## src/rtl/ysyx_22050612_wb_arb_if.sv

```systemverilog
// Bus bundle between the execute/load pipelines, decode and the write-back arbiter.
// The slave modport is the arbiter's view. The master modport is the environment's view.
interface ysyx_22050612_wb_arb_if #(
    parameter int ADDR_WIDTH = 5,
    parameter int DATA_WIDTH = 64
);
    logic                       exe_valid;
    logic                       exe_ready;
    logic [ADDR_WIDTH-1:0]      exe_rd;
    logic [DATA_WIDTH-1:0]      exe_data;
    logic                       lsu_valid;
    logic                       lsu_ready;
    logic [ADDR_WIDTH-1:0]      lsu_rd;
    logic [DATA_WIDTH-1:0]      lsu_data;
    logic                       iss_valid;
    logic [ADDR_WIDTH-1:0]      iss_rd;
    logic                       rf_wen;
    logic [ADDR_WIDTH-1:0]      rf_waddr;
    logic [DATA_WIDTH-1:0]      rf_wdata;
    logic [(2**ADDR_WIDTH)-1:0] busy;

    modport slave (
        input  exe_valid, exe_rd, exe_data,
        input  lsu_valid, lsu_rd, lsu_data,
        input  iss_valid, iss_rd,
        output exe_ready, lsu_ready,
        output rf_wen, rf_waddr, rf_wdata, busy
    );

    modport master (
        output exe_valid, exe_rd, exe_data,
        output lsu_valid, lsu_rd, lsu_data,
        output iss_valid, iss_rd,
        input  exe_ready, lsu_ready,
        input  rf_wen, rf_waddr, rf_wdata, busy
    );
endinterface

```

## src/rtl/ysyx_22050612_wb_arb.sv

```systemverilog
// Write-back arbiter: merges ALU results with FIFO-buffered load results onto the single RF write port.
// It also keeps the outstanding-load busy scoreboard. Define YSYX_22050612_WB_TRACE_EN for a write trace.
module ysyx_22050612_wb_arb #(
    parameter int ADDR_WIDTH = 5,
    parameter int DATA_WIDTH = 64,
    parameter int FIFO_DEPTH = 4,
    parameter int STARVE_MAX = 3
) (
    input  logic                  clk,
    input  logic                  rst,
    ysyx_22050612_wb_arb_if.slave wb
);
    localparam int PTR_W = $clog2(FIFO_DEPTH);
    localparam int CNT_W = $clog2(STARVE_MAX + 1);
    localparam int NREG  = 2 ** ADDR_WIDTH;

    logic [ADDR_WIDTH-1:0] r_fifo_rd   [FIFO_DEPTH];
    logic [DATA_WIDTH-1:0] r_fifo_data [FIFO_DEPTH];
    logic [PTR_W:0]        r_wptr;
    logic [PTR_W:0]        r_rptr;
    logic [CNT_W-1:0]      r_starve;
    logic                  r_wen;
    logic [ADDR_WIDTH-1:0] r_waddr;
    logic [DATA_WIDTH-1:0] r_wdata;
    logic                  r_wb_lsu;
    logic [NREG-1:0]       r_busy;

    logic                  w_empty;
    logic                  w_full;
    logic                  w_lsu_ready;
    logic                  w_push;
    logic                  w_starved;
    logic                  w_grant_exe;
    logic                  w_grant_fifo;
    logic [ADDR_WIDTH-1:0] w_sel_rd;
    logic [DATA_WIDTH-1:0] w_sel_data;
    logic [CNT_W-1:0]      w_starve_nxt;
    logic [NREG-1:0]       w_set_mask;
    logic [NREG-1:0]       w_clr_mask;
    logic [NREG-1:0]       w_busy_nxt;

    // Extra pointer MSB distinguishes full from empty when the index bits match.
    assign w_empty     = (r_wptr == r_rptr);
    assign w_full      = (r_wptr[PTR_W] != r_rptr[PTR_W]) &&
                         (r_wptr[PTR_W-1:0] == r_rptr[PTR_W-1:0]);
    assign w_lsu_ready = !rst && !w_full;
    assign w_push      = wb.lsu_valid && w_lsu_ready;
    assign w_starved   = (r_starve == CNT_W'(STARVE_MAX));

    // Grant selection: exe by default, FIFO head when exe is idle or the head has starved.
    always_comb begin
        w_grant_fifo = 1'b0;
        w_grant_exe  = 1'b0;
        w_sel_rd     = wb.exe_rd;
        w_sel_data   = wb.exe_data;
        if (rst) begin
            w_grant_fifo = 1'b0;
            w_grant_exe  = 1'b0;
        end else begin
            w_grant_fifo = !w_empty && (!wb.exe_valid || w_starved);
            w_grant_exe  = wb.exe_valid && !w_grant_fifo;
        end
        if (w_grant_fifo) begin
            w_sel_rd   = r_fifo_rd[r_rptr[PTR_W-1:0]];
            w_sel_data = r_fifo_data[r_rptr[PTR_W-1:0]];
        end else begin
            w_sel_rd   = wb.exe_rd;
            w_sel_data = wb.exe_data;
        end
    end

    // Starvation counter next value: counts lost cycles of a waiting head, saturating.
    always_comb begin
        w_starve_nxt = r_starve;
        if (w_empty || w_grant_fifo) begin
            w_starve_nxt = {CNT_W{1'b0}};
        end else if (!w_starved) begin
            w_starve_nxt = r_starve + CNT_W'(1);
        end else begin
            w_starve_nxt = r_starve;
        end
    end

    // Scoreboard next value; set is applied after clear so a same-index issue wins.
    always_comb begin
        w_clr_mask = (r_wen && r_wb_lsu) ? (NREG'(1) << r_waddr) : {NREG{1'b0}};
        w_set_mask = (wb.iss_valid && (wb.iss_rd != {ADDR_WIDTH{1'b0}}))
                   ? (NREG'(1) << wb.iss_rd) : {NREG{1'b0}};
        w_busy_nxt = ((r_busy & ~w_clr_mask) | w_set_mask) & ~NREG'(1);
    end

    // FIFO payload storage; contents are only meaningful between the pointers.
    always_ff @(posedge clk) begin
        if (w_push) begin
            r_fifo_rd[r_wptr[PTR_W-1:0]]   <= wb.lsu_rd;
            r_fifo_data[r_wptr[PTR_W-1:0]] <= wb.lsu_data;
        end
    end

    // FIFO pointers and starvation counter.
    always_ff @(posedge clk or posedge rst) begin
        if (rst) begin
            r_wptr   <= {(PTR_W+1){1'b0}};
            r_rptr   <= {(PTR_W+1){1'b0}};
            r_starve <= {CNT_W{1'b0}};
        end else begin
            if (w_push) begin
                r_wptr <= r_wptr + (PTR_W+1)'(1);
            end
            if (w_grant_fifo) begin
                r_rptr <= r_rptr + (PTR_W+1)'(1);
            end
            r_starve <= w_starve_nxt;
        end
    end

    // Registered RF write port; address/data hold when nothing is granted.
    always_ff @(posedge clk or posedge rst) begin
        if (rst) begin
            r_wen    <= 1'b0;
            r_waddr  <= {ADDR_WIDTH{1'b0}};
            r_wdata  <= {DATA_WIDTH{1'b0}};
            r_wb_lsu <= 1'b0;
        end else if (w_grant_exe || w_grant_fifo) begin
            r_wen    <= (w_sel_rd != {ADDR_WIDTH{1'b0}});
            r_waddr  <= w_sel_rd;
            r_wdata  <= w_sel_data;
            r_wb_lsu <= w_grant_fifo;
        end else begin
            r_wen    <= 1'b0;
            r_wb_lsu <= 1'b0;
        end
    end

    // Busy scoreboard register.
    always_ff @(posedge clk or posedge rst) begin
        if (rst) begin
            r_busy <= {NREG{1'b0}};
        end else begin
            r_busy <= w_busy_nxt;
        end
    end

    assign wb.exe_ready = w_grant_exe;
    assign wb.lsu_ready = w_lsu_ready;
    assign wb.rf_wen    = r_wen;
    assign wb.rf_waddr  = r_waddr;
    assign wb.rf_wdata  = r_wdata;
    assign wb.busy      = r_busy;

`ifdef YSYX_22050612_WB_TRACE_EN
    // Write trace, simulation only.
    always @(posedge clk) begin
        if (!rst && r_wen) begin
            $display("wb rd=%0d data=%h src=%s", r_waddr, r_wdata, r_wb_lsu ? "lsu" : "exe");
        end
        if (w_grant_fifo && wb.exe_valid) begin
            $display("wb starve");
        end
    end
`endif

endmodule

```

## src/flat_wrapper.sv

```systemverilog
// flat-port wrapper written by rule: the top's interface ports become plain ports
module ysyx_22050612_wb_arb_flat 
#(
    parameter int ADDR_WIDTH = 5,
    parameter int DATA_WIDTH = 64,
    parameter int FIFO_DEPTH = 4,
    parameter int STARVE_MAX = 3
)
  (clk, rst, wb_exe_valid, wb_exe_rd, wb_exe_data, wb_lsu_valid, wb_lsu_rd, wb_lsu_data, wb_iss_valid, wb_iss_rd, wb_exe_ready, wb_lsu_ready, wb_rf_wen, wb_rf_waddr, wb_rf_wdata, wb_busy);
  ysyx_22050612_wb_arb_if #(.ADDR_WIDTH(ADDR_WIDTH), .DATA_WIDTH(DATA_WIDTH)) wb_i ();
  input  logic clk;
  input  logic rst;
  input wire logic [$bits(wb_i.exe_valid)-1:0] wb_exe_valid;
  input wire logic [$bits(wb_i.exe_rd)-1:0] wb_exe_rd;
  input wire logic [$bits(wb_i.exe_data)-1:0] wb_exe_data;
  input wire logic [$bits(wb_i.lsu_valid)-1:0] wb_lsu_valid;
  input wire logic [$bits(wb_i.lsu_rd)-1:0] wb_lsu_rd;
  input wire logic [$bits(wb_i.lsu_data)-1:0] wb_lsu_data;
  input wire logic [$bits(wb_i.iss_valid)-1:0] wb_iss_valid;
  input wire logic [$bits(wb_i.iss_rd)-1:0] wb_iss_rd;
  output wire logic [$bits(wb_i.exe_ready)-1:0] wb_exe_ready;
  output wire logic [$bits(wb_i.lsu_ready)-1:0] wb_lsu_ready;
  output wire logic [$bits(wb_i.rf_wen)-1:0] wb_rf_wen;
  output wire logic [$bits(wb_i.rf_waddr)-1:0] wb_rf_waddr;
  output wire logic [$bits(wb_i.rf_wdata)-1:0] wb_rf_wdata;
  output wire logic [$bits(wb_i.busy)-1:0] wb_busy;
  assign wb_i.exe_valid = wb_exe_valid;
  assign wb_i.exe_rd = wb_exe_rd;
  assign wb_i.exe_data = wb_exe_data;
  assign wb_i.lsu_valid = wb_lsu_valid;
  assign wb_i.lsu_rd = wb_lsu_rd;
  assign wb_i.lsu_data = wb_lsu_data;
  assign wb_i.iss_valid = wb_iss_valid;
  assign wb_i.iss_rd = wb_iss_rd;
  assign wb_exe_ready = wb_i.exe_ready;
  assign wb_lsu_ready = wb_i.lsu_ready;
  assign wb_rf_wen = wb_i.rf_wen;
  assign wb_rf_waddr = wb_i.rf_waddr;
  assign wb_rf_wdata = wb_i.rf_wdata;
  assign wb_busy = wb_i.busy;
  ysyx_22050612_wb_arb #(.ADDR_WIDTH(ADDR_WIDTH), .DATA_WIDTH(DATA_WIDTH), .FIFO_DEPTH(FIFO_DEPTH), .STARVE_MAX(STARVE_MAX)) u_core (.clk(clk), .rst(rst), .wb(wb_i));
endmodule
```

## config.mk

```make
export PLATFORM = sky130hd
export DESIGN_NAME = ysyx_22050612_wb_arb_flat
export DESIGN_NICKNAME = d
export VERILOG_FILES = /design/src/rtl/ysyx_22050612_wb_arb_if.sv /design/src/rtl/ysyx_22050612_wb_arb.sv /design/src/flat_wrapper.sv
export SDC_FILE = /design/constraint.sdc
export NUM_CORES = 1
export LEC_CHECK = 0
export BUFFER_PORTS_ARGS = -buffer_cell sky130_fd_sc_hd__buf_2
export CELL_PAD_IN_SITES_DETAIL_PLACEMENT = 1
export CELL_PAD_IN_SITES_GLOBAL_PLACEMENT = 1
export CORE_MARGIN = 3
export CORE_UTILIZATION = 47
export DETAILED_ROUTE_END_ITERATION = 7
export PLACE_DENSITY_LB_ADDON = 0.2
export SLEW_MARGIN = 10
export SYNTH_ARGS = -nofsm -noshare
export SYNTH_HDL_FRONTEND = slang
export SYNTH_SLANG_ARGS = --single-unit
```

## constraint.sdc

```tcl
create_clock -name clk -period 4.3 [get_ports clk]
set_input_delay 0.645 -clock clk [delete_from_list [all_inputs] [get_ports clk]]
set_output_delay 0.645 -clock clk [all_outputs]
set_load 0.03 [all_outputs]
```

==> key figures, run 1 <==
CTS
  – Clk sink count: 386
  – Clock Latency Late Sink: 0.52 ns
  – Cts repair resizes: 0
  – Clock-pin slew on the worst setup and hold paths: 0.06 ns
  – CTS buffer count: 41
  – CTS H-Tree Depth: 2
  – Setup bufs post-CTS: 0
  – Clock Path Buffers: 3
  – Hold_buf cts: 0
  – Root buf cell: clkbuf_16
  – TritonCTS clock tree: built

Synth
  – Xor and xnor area share after synthesis: 0.00528
  – Syn_area_per_cell: 16.3 sq um
  – Post-Synth Simple-Gate Area: 0.0952
  – Netlist Area Pre-Place: 0.0149 sq mm
  – Largest area contributor in the synthesized netlist: edfxtp_1
  – Compound-Gate Fraction of Synth Area: 0.0261
  – Synth unique cells: 37
  – Largest cells by area after synthesis: edfxtp_1 (56%), dfrtp_1 (18%), mux4_2 (10%)
  – Post-Synthesis Cells: 918
  – Number of synthesized register bits: just under 400
  – Largest family of logic cells by synthesized area: multiplexers
  – Synth warnings: 0
  – Post-Syn Nets: approximately 1,100
  – Adder-cell share of the synthesized area: 0.00503
  – Synth top area share: 0.555
  – Multiplexer share of the synthesized area: 0.107
  – Seq/Total Area, Yosys: 0.739

Pwr
  – Maximum vdd drop: 0.363 mV
  – Clock share of power: 0.279
  – Switching share of power: 0.341
  – LEAKAGE: 6.47 nW
  – Power share of the combinational group: 0.304
  – P_sw: 4.32 mW
  – Total power: ~13 mW
  – Pwr Density: slightly above 700 mW/mm^2
  – Internal: 8.35 mW
  – Reg power frac: 0.417

Placed design
  – DP HPWL: 23.7 mm
  – Placer Congestion: 0.727
  – Buffers on Ports: 250

Worst setup path
  – Worst R2R End: u_core.r_fifo_data[1][26]$_DFFE_PP_
  – Slowest cell delay on critical path: 0.97 ns
  – Crit-path max FO: 48
  – RR Startpoint: u_core.r_rptr[0]$_DFFE_PP0N_
  – CP endpoint kind: flop
  – Critical path data required time: roughly 4.5 ns
  – WS Path Type: flop to flop
  – Startpoint Class: flop
  – Crit path cell chain: xnor2_1 -> a311oi_1 -> and2_4 -> buf_4
  – Setup slack, reg-to-reg: 0.83 ns
  – Highest-delay cell along the critical path: a311oi_1
  – CP arrival: 3.67 ns
  – Cells on worst reg2reg path: 4

Finish
  – Final #Nets: 1,330
  – Filler Cells Inserted: 2,962
  – Share of cells above drive strength 1: 0.342
  – Area Growth Syn to Fin: 20.3%

Timing
  – Crit share post-route: 0.806
  – Setup TNS: 0 ns
  – Clk_skew: 0.0116 ns
  – Highest Clock Rate: 288 MHz
  – Setup violators final: 0
  – RSZ-0062 raised after global routing: no
  – Final Max Slew Viols: 0
  – Minimum clock period after layout: around 3.5 ns
  – Measured slew at the worst slew-check pin: 1.08 ns
  – Relative slew slack: 0.278
  – Fin. Hold Viols: 0

Job
  – Max-cap violations: 0

Route
  – DRT Pass-1 Iters: 5
  – Per-cell routed wire length: 23.3 microns
  – DRT Wirelength: between 30 and 40 mm
  – Starting DRC count in detailed routing: 614
  – Detail Route Antenna Nets: 0
  – Number of remaining DRC errors: 0
  – Vias per inst: 5.59
  – Total number of vias: 9,003

Die
  – Rows: 64
  – Die width: 184 microns
  – Core area: slightly above 0.03 sq mm
  – Initial core utilization: 0.482
  – Die area: 0.0339 sq mm
  – Die H: 184 microns
  – Top Ports: 252

Worst hold path
  – Min-Delay Path Class: input port to flop
  – Hold_sp: wb_lsu_rd[4]
  – Hold endpoint: u_core.r_fifo_rd[3][4]$_DFFE_PP_
  – Worst hold path depth: 1

GRT
  – GRT Overall Usage: 0.223
  – Total global routing overflow: 0
  – Vias in the first global route: just under 10,000
  – Largest net degree at the start of global routing: 72
  – First-pass GRT wire length: 57.3 mm
  – Initial antenna violation count: 6

Run status
  – Outcome: finished, final reports clean
==> synthesized netlist by cell type <==
| cell type | count |
|---|---|
| nor3_1 | 130 |
| nand4_1 | 1 |
| inv_1 | 7 |
| and2_1 | 4 |
| nor2_1 | 139 |
| o21ai_0 | 62 |
| or3b_2 | 4 |
| nand2_1 | 13 |
| o41ai_1 | 1 |
| or3_1 | 3 |
| buf_1 | 4 |
| buf_8 | 1 |
| nor2b_1 | 1 |
| or4b_2 | 1 |
| buf_6 | 6 |
| mux4_2 | 69 |
| nand3_1 | 3 |
| nand4b_1 | 2 |
| inv_2 | 1 |
| xnor2_1 | 6 |
| dfrtp_1 | 110 |
| a31oi_1 | 3 |
| edfxtp_1 | 276 |
| a41oi_1 | 2 |
| a311oi_1 | 1 |
| conb_1 | 1 |
| mux2i_1 | 4 |
| a21oi_1 | 3 |
| nand3b_1 | 8 |
| buf_2 | 12 |
| ha_1 | 6 |
| a311o_1 | 1 |
| and3_1 | 1 |
| clkbuf_1 | 21 |
| xor2_1 | 3 |
| mux2_2 | 1 |
| buf_4 | 7 |
==> per-layer routing <==
metal	GRT usage	routed length (microns)	vias up
li1	-	-	4018
met1	0.297	15800	4637
met2	0.380	18700	286
met3	0.0337	1850	62
met4	0.0735	1140	0
met5	0	0	-
==> cells in the final DEF (no fill, tap or decap), drive strengths merged, types with 8 or more instances in the layout <==
master / instances
buf: 266
clkbuf: 57
clkinv: 12
dfrtp: 110
edfxtp: 276
inv: 8
mux4: 69
nand2: 13
nand3b: 8
nor2: 139
nor3: 130
o21ai: 62
==> area by class of cell <==
| cell class | instances | area (sq um) | area share |
|---|---|---|---|
| antenna | 6 | 15.0 | 0.000836 |
| clock buffer | 57 | 1170 | 0.0651 |
| clock inverter | 19 | 199 | 0.0111 |
| inverter | 8 | 33.8 | 0.00188 |
| multi-input combinational | 473 | 3610 | 0.201 |
| sequential | 386 | 11000 | 0.615 |
| tap | 396 | 495 | 0.0276 |
| timing repair buffer | 266 | 1400 | 0.0777 |
==> sequential cells by signal, indices dropped and copies added, names as in the netlist <==
name and flops:
u_core.wb.rf_waddr 5, u_core.r_rptr 3, u_core.r_fifo_data 256, u_core.wb.rf_wdata 64, u_core.r_wb_lsu 1, u_core.wb.busy 31
u_core.r_wptr 3, u_core.r_starve 2, u_core.r_fifo_rd 20, u_core.wb.rf_wen 1
==> cells by family (layout without fill, tap and decap cells) <==
family                     Yosys count  in the layout
buffers and inverters               59            350
xor gates and xnor gates             9              9
other                                1              7
and+or+nand+nor                    310            310
adders and majority gates            6              6
DFF                                386            386
AOI/OAI and AO/OA                   73             73
muxes                               74             74
==> worst max-delay path: cells and delay by family, from the launching register on <==
family,cells,cell delay (ns)
AOI/OAI and AO/OA,1,0.97
buffers and inverters,1,0.38
DFF,1,0.70
and+or+nand+nor,1,0.80
xor gates and xnor gates,1,0.27
==> power by group through the flow <==
stage	Sequential, mW	Combinational, mW	Clock, mW
2_1_floorplan	6.00	2.02	0
3_3_place_gp	5.31	3.81	0
3_5_place_dp	5.35	3.91	0
4_1_cts	5.29	3.93	3.62
5_1_grt	5.37	4.17	3.78
6_report	5.28	3.85	3.54
==> stage by stage <==
| step | hold slack (ns) | instances | cell area, sq um | util | setup slack, ns |
|---|---|---|---|---|---|
| after global placement | 0.487 | 1529 | 16600 | 0.535 | 0.988 |
| after global routing | 0.313 | 1611 | 18000 | 0.580 | 0.540 |
| after CTS | 0.310 | 1605 | 17900 | 0.579 | 0.770 |
| final | 0.337 | 1611 | 18000 | 0.580 | 0.833 |
| after detailed placement | 0.502 | 1529 | 16600 | 0.535 | 0.849 |
| after floorplan | 0.498 | 918 | 14900 | - | 0.690 |
==> worst max path at each step <==
stage	from	end
2_1_floorplan	rst	wb_exe_ready
3_3_place_gp	u_core.r_rptr[0]$_DFFE_PP0N_	u_core.r_fifo_data[1][38]$_DFFE_PP_
3_5_place_dp	u_core.r_rptr[0]$_DFFE_PP0N_	u_core.r_fifo_data[1][34]$_DFFE_PP_
4_1_cts	u_core.r_rptr[0]$_DFFE_PP0N_	u_core.r_fifo_data[1][26]$_DFFE_PP_
5_1_grt	u_core.r_rptr[0]$_DFFE_PP0N_	u_core.r_fifo_data[1][26]$_DFFE_PP_
6_report	u_core.r_rptr[0]$_DFFE_PP0N_	u_core.r_fifo_data[1][26]$_DFFE_PP_
Note: power is estimated with default switching activity, not from simulation.
==> run 2, diff against run 1 <==
- clock period: 4.3 -> 3.55 ns (I/O delays scaled with it)
==> run 2 against run 1 <==
Against the previous run:
- critical path depth grew 1
- register-to-register slack better by 0.07 ns
- critical path type is now flop to output port
- largest cell class unchanged
- largest power group unchanged
- combinational power rose by 23%
- clock-buffer cell count down 8
- first-iteration DRC count is 9.8% lower
- sequential share of layout area about the same
- power rose by 20%
- final area hardly changed
- clock power increased by 18%
- sequential power is 19% higher
- routed wire length decreased by 6.1%
==> key figures, run 2 (synthesis results as in run 1) <==
Route
  – Number of remaining DRC errors: 0 (unchanged)
  – Detail Route Antenna Nets: 0 (unchanged)
  – Total number of vias: 8,889 (-1.3%)
  – Starting DRC count in detailed routing: 554 (-9.8%)
  – Per-cell routed wire length: 21.9 microns (-6.1%)
  – DRT Wirelength: 35.2 mm (-6.1%)
  – DRT Pass-1 Iters: 4 (-1)
  – Vias per inst: 5.52 (-1.3%)

Worst setup path
  – Cells on worst reg2reg path: 6 (+2)
  – CP arrival: 2.13 ns (-1.54 ns)
  – WS Path Type: flop to output port
  – Critical path data required time: 3.02 ns (-1.48 ns)
  – Setup slack, reg-to-reg: 0.90 ns (+0.07 ns)
  – Startpoint Class: flop
  – RR Startpoint: u_core.r_rptr[1]$_DFFE_PP0N_
  – Crit-path max FO: 5 (-90%)
  – Worst R2R End: u_core.wb.rf_wdata[9]$_DFFE_PP0P_
  – CP endpoint kind: output port
  – Worst Setup EP: wb_exe_ready
  – Worst setup path startpoint: u_core.r_rptr[1]$_DFFE_PP0N_

CTS
  – Clock Path Buffers: 3 (unchanged)
  – CTS H-Tree Depth: 2 (unchanged)
  – Clock-pin slew on the worst setup and hold paths: 0.06 ns (about the same)
  – Clk sink count: 386 (unchanged)
  – Hold_buf cts: 0 (unchanged)
  – Root buf cell: clkbuf_16
  – Clock Latency Late Sink: 0.53 ns (about the same)
  – TritonCTS clock tree: built
  – Setup bufs post-CTS: 0 (unchanged)
  – CTS buffer count: 40 (-2.4%)
  – Cts repair resizes: 0 (unchanged)

Die
  – Rows: 64 (unchanged)
  – Die width: 184 microns (unchanged)
  – Initial core utilization: 0.482 (unchanged)
  – Die area: 0.0339 sq mm (unchanged)
  – Die H: 184 microns (unchanged)
  – Top Ports: 252 (unchanged)
  – Core area: 0.0310 sq mm (unchanged)

Pwr
  – Pwr Density: 845 mW/mm^2 (+20%)
  – LEAKAGE: 6.48 nW (about the same)
  – Maximum vdd drop: 0.559 mV (+54%)

Timing
  – Measured slew at the worst slew-check pin: 1.06 ns (-0.0148 ns)
  – Final Max Slew Viols: 0 (unchanged)
  – Fin. Hold Viols: 0 (unchanged)
  – Clk_skew: 0.0199 ns (+0.00831 ns)
  – Crit share post-route: 0.749
  – Relative slew slack: 0.293 (+0.0148)
  – Highest Clock Rate: 376 MHz
  – Setup violators final: 0 (unchanged)
  – Minimum clock period after layout: 2.66 ns
  – Setup TNS: 0 ns (unchanged)
  – RSZ-0062 raised after global routing: no
  – Hold_ws: 0.218 ns (-0.119 ns)

Placed design
  – Placed Instance Area: 0.0166 sq mm (+0.41%)
  – DP HPWL: 22.2 mm (-6.3%)
  – Buffers on Ports: 250 (unchanged)
  – Placer Congestion: 0.768 (+5.6%)

GRT
  – Vias in the first global route: 9,801 (-1.3%)
  – Total global routing overflow: 0 (unchanged)
  – GRT Overall Usage: 0.211 (-0.0117)
  – First-pass GRT wire length: 55.4 mm (-3.3%)
  – Initial antenna violation count: 12 (+6)
  – Largest net degree at the start of global routing: 72 (unchanged)

Worst hold path
  – Min-Delay Path Class: input port to flop

Finish
  – Final core occ: 0.580 (about the same)
  – Most common cell after layout, fill and taps aside: edfxtp_1
  – Finished Cell Area: 0.0180 sq mm (about the same)
  – Area Growth Syn to Fin: 20.3% (about the same)
  – Final #Nets: 1,333 (+0.23%)
  – Most frequent cells in the layout: edfxtp_1 (276), buf_2 (250), nor2_1 (139), nor3_1 (130), dfrtp_1 (108)
  – Max reg flops: 256 (unchanged)
  – Share of cells above drive strength 1: 0.342 (-0.000827)

Run status
  – Outcome: finished, final reports clean

Job
  – Max-cap violations: 0 (unchanged)
## run 2: area by class of cell
| cell class | instances | area, sq um |
|---|---|---|
| Antenna cell | 6 | 15.0 |
| Inverter | 8 | 33.8 |
| Sequential cell | 386 | 11000 |
| Clock buffer | 49 | 1070 |
| Clock inverter | 23 | 238 |
| Fill cell | 3000 | 13000 |
| Timing Repair Buffer | 270 | 1460 |
| Tap cell | 396 | 495 |
| Multi-Input combinational cell | 473 | 3610 |
## run 2: worst max-delay path: stages (launching register included)
cell and delay, ns:
dfrtp_4 0.47, xnor2_1 0.45, and3_1 0.30, nor2_1 0.06, nor2_1 0.11, buf_2 0.22
## run 2: how the worst min path moves through the flow
| stage | endpoint | from | depth (start not counted) | slack, ns |
|---|---|---|---|---|
| after floorplan | u_core.r_wptr[2]$_DFFE_PP0N_ | u_core.r_wptr[2]$_DFFE_PP0N_ | 1 | 0.50 |
| after global routing | u_core.r_fifo_data[0][41]$_DFFE_PP_ | wb_lsu_data[41] | 1 | 0.20 |
| final | u_core.r_fifo_data[2][37]$_DFFE_PP_ | wb_lsu_data[37] | 1 | 0.22 |
| after CTS | u_core.r_fifo_data[0][23]$_DFFE_PP_ | wb_lsu_data[23] | 1 | 0.19 |
| after global placement | u_core.wb.busy[27]$_DFF_PP0_ | u_core.wb.busy[27]$_DFF_PP0_ | 2 | 0.49 |
| after detailed placement | u_core.wb.busy[13]$_DFF_PP0_ | u_core.wb.busy[13]$_DFF_PP0_ | 2 | 0.50 |
## run 2: stage by stage
step | setup WS [ns] | instances | total power, mW
2_1_floorplan | 0.122 | 918 | 9.72
3_5_place_dp | 0.889 | 1533 | 11.2
3_3_place_gp | 1.01 | 1533 | 11.1
6_report | 0.890 | 1611 | 15.2
5_1_grt | 0.753 | 1610 | 16.0
4_1_cts | 0.869 | 1605 | 15.4
## run 2: power breakdown
group          total (mW)  internal, mW  switching [mW]
Clock                4.16          2.50            1.67
Combinational        4.75          1.73            3.03
Sequential           6.27          5.81           0.453
## run 2: per-layer routing
| layer | routed length (microns) | GRT usage | up-vias |
|---|---|---|---|
| met4 | 665 | 0.0626 | 14 |
| met3 | 2040 | 0.0426 | 70 |
| li1 | - | - | 4020 |
| met2 | 17400 | 0.349 | 260 |
| met5 | 85 | 0 | - |
| met1 | 15000 | 0.288 | 4525 |
==> run 3, diff against run 2 <==
- ABC_AREA: not set -> 1
- CORE_UTILIZATION: 47 -> 40
- clock period: 3.55 -> 2.3 ns (I/O delays scaled with it)
==> run 3 against run 2 <==
Against the previous run:
- sequential power up 54%
- worst hold slack got worse by 0.19 ns
- die area up 22%
- global-route usage is 0.89 points lower
- synthesized area increased by 4.1%
- routed wire length rose by 20%
- setup slack lost 0.76 ns
- critical endpoint unchanged
==> key figures, run 3 <==
Synth
  – Seq/Total Area, Yosys: 0.710 (-0.0289)
  – Count leader, synth: edfxtp_1
  – Number of synthesized register bits: 386 (unchanged)
  – Post-Syn Nets: 1,514 (+41%)
  – Synth unique cells: 27 (-27%)
  – Post-synth EDFFs: 276 (unchanged)
  – Top_reg_cell synth: edfxtp_1
  – Synth top area share: 0.533 (-0.0217)
  – Synth warnings: 0 (unchanged)
  – Syn_area_per_cell: 11.4 sq um (-30%)
  – Most frequent cells after synthesis: edfxtp_1 (276), o21ai_0 (222), nand2_1 (196)
  – FFs w/ async S/R, synth: 0.285 (unchanged)
  – Netlist Area Pre-Place: 0.0155 sq mm (+4.1%)
  – Largest cells by area after synthesis: edfxtp_1 (53%), dfrtp_1 (18%), o21ai_0 (7.1%)
  – Largest area contributor in the synthesized netlist: edfxtp_1
  – Post-Synthesis Cells: 1,360 (+48%)

Pwr
  – Maximum vdd drop: 0.686 mV (+23%)
  – Total power: 25.3 mW (+66%)
  – Pwr Density: 1330 mW/mm^2 (+57%)
  – LEAKAGE: 7.31 nW (+13%)

Worst setup path
  – Crit-path max FO: 4 (-1)
  – CP arrival: 1.82 ns (-0.31 ns)
  – WS Path Type: flop to output port
  – Critical path data required time: 1.96 ns (-1.06 ns)
  – Crit path cell chain: inv_4 -> nand2_1 -> nand2_2 -> nand3_4 -> nand2_1 -> nand3_2 -> inv_2 -> buf_4
  – Highest-delay cell along the critical path: dfrtp_4
  – Top delay family on crit path: flip-flops
  – Most Frequent Cell on Critical Path: nand2_1
  – Slowest cell delay on critical path: 0.50 ns (+0.03 ns)
  – CP endpoint kind: output port
  – Startpoint Class: flop
  – Critical path buffer and inverter count: 3 (+2)

CTS
  – CTS H-Tree Depth: 2 (unchanged)
  – Root buf cell: clkbuf_16
  – CTS buffer count: 44 (+10%)
  – Clock-pin slew on the worst setup and hold paths: 0.06 ns (about the same)
  – TritonCTS clock tree: built
  – Clock Path Buffers: 3 (unchanged)
  – Clock Latency Late Sink: 0.53 ns (about the same)
  – Clk sink count: 386 (unchanged)

Die
  – Die H: 203 microns (+10%)
  – Die width: 203 microns (+10%)
  – Die area: 0.0413 sq mm (+22%)
  – Top Ports: 252 (unchanged)
  – Initial core utilization: 0.409 (-0.0731)
  – Rows: 71 (+11%)
  – Core area: 0.0380 sq mm (+23%)

Timing
  – Measured slew at the worst slew-check pin: 0.913 ns (-0.148 ns)
  – Fin. Hold Viols: 0 (unchanged)
  – Crit share post-route: 0.942
  – Highest Clock Rate: around 460 MHz
  – Final Max Slew Viols: 0 (unchanged)
  – RSZ-0062 raised after global routing: no
  – Clk_skew: 0.0180 ns (-0.00192 ns)
  – Minimum clock period after layout: 2.17 ns
  – Relative slew slack: 0.392 (+0.0989)
  – Setup violators final: 0 (unchanged)

Finish
  – Final core occ: 0.500 (-0.0798)
  – Max reg flops: 256 (unchanged)
  – Share of cells above drive strength 1: 0.223 (-0.118)
  – Area Growth Syn to Fin: 22.3%
  – Most frequent cells in the layout: edfxtp_1 (276), buf_2 (249), o21ai_0 (197), nand2_1 (191), nor2_1 (144)
  – Most common cell after layout, fill and taps aside: edfxtp_1
  – Final #Nets: 1,768 (+33%)

Job
  – Max-cap violations: 0 (unchanged)

GRT
  – Vias in the first global route: 11,800 (+21%)
  – M2 GR Usage: 0.344 (-0.00452)
  – GRT Overall Usage: 0.202 (-0.00893)
  – First-pass GRT wire length: 65.3 mm (+18%)
  – Met1 usage: 0.259 (-0.0284)
  – GR peak layer: met2
  – Largest net degree at the start of global routing: 140 (+94%)
  – Total global routing overflow: 0 (unchanged)
  – GR Layer Usage met3: 0.0414 (-0.00126)
  – Initial antenna violation count: 10 (-2)

Placed design
  – Placer Congestion: 0.834 (+8.6%)
  – Buffers on Ports: 250 (unchanged)
  – DP HPWL: 26.5 mm (+19%)

Run status
  – Outcome: finished, final reports clean

Route
  – Starting DRC count in detailed routing: 390 (-30%)
  – Total number of vias: 11,100 (+25%)
  – Detail Route Antenna Nets: 0 (unchanged)
  – DRT Pass-1 Iters: 4 (unchanged)
  – Number of remaining DRC errors: 0 (unchanged)
  – Vias per inst: 5.15 (-6.7%)
  – Per-cell routed wire length: 19.6 microns (-10%)
  – DRT Wirelength: 42.4 mm (+20%)

Worst hold path
  – Min-Delay Path Class: input port to flop
[run 3: cell count changes after synthesis, sizes merged, moves of 6 or more]
cell / previous run / this run
nand2: 13 / 199
inv: 8 / 109
o21ai: 62 / 268
o22ai: 0 / 66
xnor2: 6 / 0
mux4: 69 / 0
clkbuf: 21 / 37
nand3b: 8 / 0
nand3: 3 / 73
nor2: 139 / 148
buf: 30 / 41
nor3: 130 / 14
[run 3: per-layer routing]
layer / share of wire / wire, microns
met4: 0.029 / 1210
met3: 0.054 / 2270
met5: 0.0013 / 56
met1: 0.43 / 18300
met2: 0.48 / 20600
[run 3: where the power goes]
group	internal (mW)	total, mW	switching (mW)
combinational	2.44	8.57	6.13
sequential	8.95	9.67	0.723
clock	4.33	7.03	2.70
[run 3: layout make-up]
| cell class | instances | area [sq um] |
|---|---|---|
| inverter | 109 | 420 |
| clock buffer | 57 | 1190 |
| fill | 4198 | 19000 |
| clock inverter | 23 | 273 |
| sequential | 386 | 11000 |
| timing repair buffer | 286 | 1670 |
| multi-input combinational | 787 | 3750 |
| tap | 511 | 639 |
| antenna | 6 | 15.0 |
[run 3: per-stage QoR]
step                hold slack, ns  setup TNS, ns  worst slack, ns  cell area (sq um)  cells
CTS                       0.000264              0           0.0201              19000   2157
finish                      0.0278              0            0.134              19000   2165
global route               0.00444              0           0.0144              19000   2164
floorplan                    0.444        -443.98            -1.44              15700   1360
global placement             0.465              0            0.343              17400   2068
detailed placement           0.466              0            0.257              17400   2068
[run 3: repair_timing]
action	in CTS	in global routing
pin swaps	0	1
hold buffers	9	0
endpoints found under the hold margin	33	0
gates resized for setup	1	6
endpoints found under the setup margin	1	2
buffers inserted	0	2
[run 3: logic make-up after synthesis]
kind of cell,synth area share
and+or+nand+nor,0.115
adders and majority gates,0.00483
DFF,0.710
AOI/OAI and AO/OA,0.115
xor gates and xnor gates,0.00282
buffers and inverters,0.0515
other,0.000241
[run 3: final timing paths]
kind / startpoint / end / slack [ns] / depth (start not counted)
min in group asynchronous: rst / u_core.wb.rf_wdata[57]$_DFFE_PP0P_ / 0.08 / 3
hold / removal: wb_lsu_data[58] / u_core.r_fifo_data[2][58]$_DFFE_PP_ / 0.03 / 1
max in group asynchronous: rst / u_core.wb.busy[25]$_DFF_PP0_ / 1.51 / 3
hold reg to reg: u_core.wb.rf_wdata[19]$_DFFE_PP0P_ / u_core.wb.rf_wdata[19]$_DFFE_PP0P_ / 0.48 / 2
setup reg to reg: u_core.r_rptr[0]$_DFFE_PP0N_ / u_core.wb.rf_wdata[3]$_DFFE_PP0P_ / 0.24 / 7
setup / recovery: u_core.r_rptr[0]$_DFFE_PP0N_ / wb_exe_ready / 0.13 / 8
